### config.mk
export PLATFORM = sky130hd
export DESIGN_NAME = axi_lite_arbiter
export DESIGN_NICKNAME = d
export VERILOG_FILES = /design/src/rtl/axi_lite_arbiter.sv
export SDC_FILE = /design/constraint.sdc
export NUM_CORES = 1
export LEC_CHECK = 0
export BUFFER_PORTS_ARGS = -buffer_cell sky130_fd_sc_hd__buf_2
export CORE_AREA = 2 2 168 170
export DETAILED_ROUTE_END_ITERATION = 12
export DIE_AREA = 0 0 170 172
export PLACE_DENSITY = 0.38
export SYNTH_ARGS = -nofsm -noshare
export SYNTH_HDL_FRONTEND = slang
export SYNTH_SLANG_ARGS = --single-unit
### constraint.sdc
create_clock -name clk -period 1.25 [get_ports clk]
set_input_delay 0 -clock clk [delete_from_list [all_inputs] [get_ports clk]]
set_output_delay 0 -clock clk [all_outputs]
set_load 0.05 [all_outputs]
### src/rtl/axi_lite_arbiter.sv
// Two-master to one-slave AXI-lite arbiter in front of the data SRAM.
// Master 0 is the instruction fetch unit, master 1 the load/store unit.
// One whole transaction (read up to R, write up to B) owns the slave port
// at a time; ties between masters are broken round-robin.
module axi_lite_arbiter (
  input  logic        clk,
  input  logic        rst,
  // master 0 read channels
  input  logic [31:0] m0_araddr,
  input  logic        m0_arvalid,
  output logic        m0_arready,
  output logic [31:0] m0_rdata,
  output logic        m0_rresp,
  output logic        m0_rvalid,
  input  logic        m0_rready,
  // master 0 write channels
  input  logic [31:0] m0_awaddr,
  input  logic        m0_awvalid,
  output logic        m0_awready,
  input  logic [31:0] m0_wdata,
  input  logic [3:0]  m0_wstrb,
  input  logic        m0_wvalid,
  output logic        m0_wready,
  output logic        m0_bresp,
  output logic        m0_bvalid,
  input  logic        m0_bready,
  // master 1 read channels
  input  logic [31:0] m1_araddr,
  input  logic        m1_arvalid,
  output logic        m1_arready,
  output logic [31:0] m1_rdata,
  output logic        m1_rresp,
  output logic        m1_rvalid,
  input  logic        m1_rready,
  // master 1 write channels
  input  logic [31:0] m1_awaddr,
  input  logic        m1_awvalid,
  output logic        m1_awready,
  input  logic [31:0] m1_wdata,
  input  logic [3:0]  m1_wstrb,
  input  logic        m1_wvalid,
  output logic        m1_wready,
  output logic        m1_bresp,
  output logic        m1_bvalid,
  input  logic        m1_bready,
  // slave read channels
  output logic [31:0] s_araddr,
  output logic        s_arvalid,
  input  logic        s_arready,
  input  logic [31:0] s_rdata,
  input  logic        s_rresp,
  input  logic        s_rvalid,
  output logic        s_rready,
  // slave write channels
  output logic [31:0] s_awaddr,
  output logic        s_awvalid,
  input  logic        s_awready,
  output logic [31:0] s_wdata,
  output logic [3:0]  s_wstrb,
  output logic        s_wvalid,
  input  logic        s_wready,
  input  logic        s_bresp,
  input  logic        s_bvalid,
  output logic        s_bready
);

  typedef enum logic [1:0] {
    IDLE = 2'd0,
    RD   = 2'd1,
    WR   = 2'd2
  } state_t;

  state_t state, state_next;
  logic   grant, grant_next;
  logic   last, last_next;

  // Granted master's inputs, selected by the registered grant.
  logic [31:0] g_araddr, g_awaddr, g_wdata;
  logic [3:0]  g_wstrb;
  logic        g_arvalid, g_awvalid, g_wvalid, g_rready, g_bready;

  assign g_araddr  = grant ? m1_araddr  : m0_araddr;
  assign g_arvalid = grant ? m1_arvalid : m0_arvalid;
  assign g_rready  = grant ? m1_rready  : m0_rready;
  assign g_awaddr  = grant ? m1_awaddr  : m0_awaddr;
  assign g_awvalid = grant ? m1_awvalid : m0_awvalid;
  assign g_wdata   = grant ? m1_wdata   : m0_wdata;
  assign g_wstrb   = grant ? m1_wstrb   : m0_wstrb;
  assign g_wvalid  = grant ? m1_wvalid  : m0_wvalid;
  assign g_bready  = grant ? m1_bready  : m0_bready;

  // State, grant and round-robin history; reset leaves m0 as the tie winner.
  always_ff @(posedge clk or posedge rst) begin
    if (rst) begin
      state <= IDLE;
      grant <= 1'b0;
      last  <= 1'b1;
    end else begin
      state <= state_next;
      grant <= grant_next;
      last  <= last_next;
    end
  end

  // Arbitration in IDLE and end-of-transaction detection in RD/WR.
  always_comb begin
    logic req0, req1, pick, pick_wr;
    state_next = state;
    grant_next = grant;
    last_next  = last;
    req0       = m0_arvalid | m0_awvalid | m0_wvalid;
    req1       = m1_arvalid | m1_awvalid | m1_wvalid;
    pick       = 1'b0;
    pick_wr    = 1'b0;
    case (state)
      IDLE: begin
        if (req0 && req1) begin
          pick = ~last;
        end else if (req1) begin
          pick = 1'b1;
        end else begin
          pick = 1'b0;
        end
        // Within one master a pending write takes precedence over a read.
        pick_wr = pick ? (m1_awvalid | m1_wvalid) : (m0_awvalid | m0_wvalid);
        if (req0 || req1) begin
          grant_next = pick;
          last_next  = pick;
          state_next = pick_wr ? WR : RD;
        end else begin
          state_next = IDLE;
        end
      end
      RD: begin
        if (s_rvalid && g_rready) begin
          state_next = IDLE;
        end else begin
          state_next = RD;
        end
      end
      WR: begin
        if (s_bvalid && g_bready) begin
          state_next = IDLE;
        end else begin
          state_next = WR;
        end
      end
      default: begin
        state_next = IDLE;
      end
    endcase
  end

  // Pass-through of the active direction; everything else is held at 0.
  always_comb begin
    s_araddr   = 32'h0000_0000;
    s_arvalid  = 1'b0;
    s_rready   = 1'b0;
    s_awaddr   = 32'h0000_0000;
    s_awvalid  = 1'b0;
    s_wdata    = 32'h0000_0000;
    s_wstrb    = 4'h0;
    s_wvalid   = 1'b0;
    s_bready   = 1'b0;
    m0_arready = 1'b0;
    m0_rvalid  = 1'b0;
    m0_awready = 1'b0;
    m0_wready  = 1'b0;
    m0_bvalid  = 1'b0;
    m1_arready = 1'b0;
    m1_rvalid  = 1'b0;
    m1_awready = 1'b0;
    m1_wready  = 1'b0;
    m1_bvalid  = 1'b0;
    // Response payloads go to both masters; only the valids are steered.
    m0_rdata   = s_rdata;
    m0_rresp   = s_rresp;
    m0_bresp   = s_bresp;
    m1_rdata   = s_rdata;
    m1_rresp   = s_rresp;
    m1_bresp   = s_bresp;
    case (state)
      RD: begin
        s_araddr  = g_araddr;
        s_arvalid = g_arvalid;
        s_rready  = g_rready;
        if (grant) begin
          m1_arready = s_arready;
          m1_rvalid  = s_rvalid;
        end else begin
          m0_arready = s_arready;
          m0_rvalid  = s_rvalid;
        end
      end
      WR: begin
        s_awaddr  = g_awaddr;
        s_awvalid = g_awvalid;
        s_wdata   = g_wdata;
        s_wstrb   = g_wstrb;
        s_wvalid  = g_wvalid;
        s_bready  = g_bready;
        if (grant) begin
          m1_awready = s_awready;
          m1_wready  = s_wready;
          m1_bvalid  = s_bvalid;
        end else begin
          m0_awready = s_awready;
          m0_wready  = s_wready;
          m0_bvalid  = s_bvalid;
        end
      end
      default: begin
        s_arvalid = 1'b0;
      end
    endcase
  end

endmodule

==> impl_metrics.ini <==
[timing]
max_freq_mhz = 622
period_minus_slack_ns = 1.61
setup_tns_ns = -35.40
setup_viol = 116
slew_viol_final = 0
max_slew_margin_pct = 73.1
layout_setup_ws_ns = -0.358
rsz0062_at_grt = true
worst_clock_skew_ns = 0.00480
min_period_over_period_pct = 129
worst_pin_slew_ns = 0.397
final_hold_viol_count = 0

[yosys]
ys_top_cells_by_area = a22o_1, buf_4, buf_6
synth_top_area_share_pct = 45.3
synth_cells = 237
syn-num-nets = 488
synth_area_um2 = 1990
yosys_warnings = 0
syn_area_per_cell_um2 = 8.40
ys_ff_latch = 4
yosysUniqueCellTypes = 26
yosys.area.top_type = a22o_1
ys_seq_area_share_pct = 5.09

[detailed_routing]
drt_iter0_markers = 92
via_per_inst = 3.68
wl_um = 16700
route.detailed.drc = 0
ant_nets = 0
firstDrtPassIters = 4
post_drt_wl_per_cell_um = 18.8
vias = 3257

[grt]
grt_pass1_vias = 3313
grt_pass1_wl_um = 19500
antenna_found_initial = 8
grt_max_degree = 35
overflow = 0
grt_use_total_pct = 9.21

[final_layout]
multi_input_area_um2 = 1830
layout.cells.non_filler = 885
utilization_pct = 22.1
fillerInstances = 2941
nets = 784
area_growth_pct = 205
drive_above_1_share_pct = 94.5
layout_commonest_cell = buf_2
layout_common_cells = buf_2, a22o_4, buf_8
final_area_um2 = 6080
seqCellArea_um2 = 103

[die]
die_h_um = 172
ios = 434
core_area_um2 = 27500
initial_core_util_pct = 7.25
die_width_um = 170
rows = 61
dieArea_um2 = 29200

[power_and_ir_drop]
p_int_mw = 8.43
pwr-share-seq_pct = 1.7
leakage_nw = 3.00
p_per_area_nw_per_um2 = 2890
power.share.switching_pct = 52.0
switching_power_mw = 9.12
combinationalPowerShare_pct = 95.4
ir_worst_vdd_v = 0.000756
pwr-share-clk_pct = 3.0

[clock_network]
cts_tree = done
cts_sinks = 4
htreeDepth = 1
clkTransAtPathRegs_ns = 0.03
clock_tree.buffer_depth = 2
root_buffer = clkbuf_16
numCtsBuffers = 3
clk_latency_ns = 0.23

[setup_path]
crit_type = flip-flop to output port
path_delay_family = buffers and inverters
worstPathArrival_ns = 1.61
crit_path_max_fanout = 8
crit_chain = buf_4 -> nand2b_4 -> nor2_4 -> buf_12 -> clkbuf_16 -> a22o_4 -> buf_8
slowest_delay_ns = 0.36
start_kind = flip-flop
cpMaxStageDelayCell = dfrtp_1
critPathRequiredTime_ns = 1.25
r2r_slack_ns = -0.09
crit_buf_inv = 4
end_kind = output port

[outcome]
status = finished with violations
failed_checks = setup timing

[placed_design]
dpl_cell_area_um2 = 4030
dp_hpwl_um = 11700
dp.cells = 843
portBuffers = 331
dpl_worst_slack_ns = -0.211
gp_congestion = 0.795

[run]
cap_violations = 0

[hold_path]
hold_path_class = primary input to output port
## routing by layer
layer / part of all wire [%] / vias up / global-route usage [%] / wire (um)
li1: - / 1458 / - / -
met1: 30 / 1515 / 8.35 / 5070
met2: 57 / 237 / 19.3 / 9440
met3: 7.8 / 47 / 1.76 / 1300
met4: 5.1 / 0 / 4.53 / 853
met5: 0 / - / 0 / 0
## power groups by stage
stage | Sequential, mW | Combinational, mW | Clock (mW)
3_3_place_gp | 0.286 | 11.5 | 0
4_1_cts | 0.295 | 14.8 | 0.536
5_1_grt | 0.305 | 17.3 | 0.551
2_1_floorplan | 0.256 | 8.62 | 0
6_report | 0.293 | 16.7 | 0.520
3_5_place_dp | 0.289 | 11.5 | 0
## synthesized netlist by cell type, drive strengths merged
library cell  count
a21oi             4
o2bb2ai           1
nor2b             1
dfrtp             3
a211o             1
mux2i             2
inv               3
nor3              2
a31o              1
dfstp             1
a31oi             1
a22o            103
nor4b             1
nand2b            2
nor2              8
or3               2
buf              89
o22ai             1
and2              8
nand2             1
o21ai             2
## registers in the layout, indices dropped and copies added, names as in the netlist
| signal | count |
|---|---|
| grant | 1 |
| last | 1 |
| state | 2 |
## stage by stage
stage / power [mW] / hold slack, ns
2_1_floorplan: 8.87 / -0.235
5_1_grt: 18.2 / 0.000106
4_1_cts: 15.7 / 0.000497
6_report: 17.6 / 0.0000242
3_3_place_gp: 11.8 / -0.0954
3_5_place_dp: 11.8 / -0.0933
## worst reg2reg max path, cell delays in order (launching register included)
cell and delay [ns]:
dfrtp_2 0.45, buf_6 0.15, buf_6 0.10, mux2i_4 0.24, buf_6 0.13, o21ai_2 0.04
a21oi_1 0.14
## logic make-up after synthesis
group | count (synthesis) | share of synthesized area [%]
buf+inv | 92 | 35.7
flops | 4 | 5.09
mux | 2 | 1.01
simple gates | 25 | 9.42
compound gates | 114 | 48.7
## layout make-up
| cell class | instances | share of cell area [%] |
|---|---|---|
| timing repair buffer | 380 | 59.3 |
| multi-input combinational | 141 | 30.1 |
| tap | 346 | 7.12 |
| sequential | 4 | 1.69 |
| clock buffer | 4 | 1.30 |
| antenna | 7 | 0.288 |
| inverter | 3 | 0.226 |
## worst paths after layout
path | startpoint | endpoint | cells past startpoint
worst max-delay path | state[0] | s_araddr[12] | 7
worst min-delay path | s_rdata[17] | m0_rdata[17] | 0
worst max register to register | grant | state[1] | 6
worst min register to register | last | last | 2
max in group asynchronous | rst | last | 3
min in group asynchronous | rst | state[0] | 3
## what timing repair did
action | in CTS | in global routing
pin swaps | 11 | 13
setup endpoints to repair | 116 | 119
hold endpoints to repair | 4 | 0
hold buffers | 1 | 0
gates resized for setup | 213 | 120
buffers inserted | 3 | 7
gates cloned | 7 | 13
(Power assumes the default switching activity.)
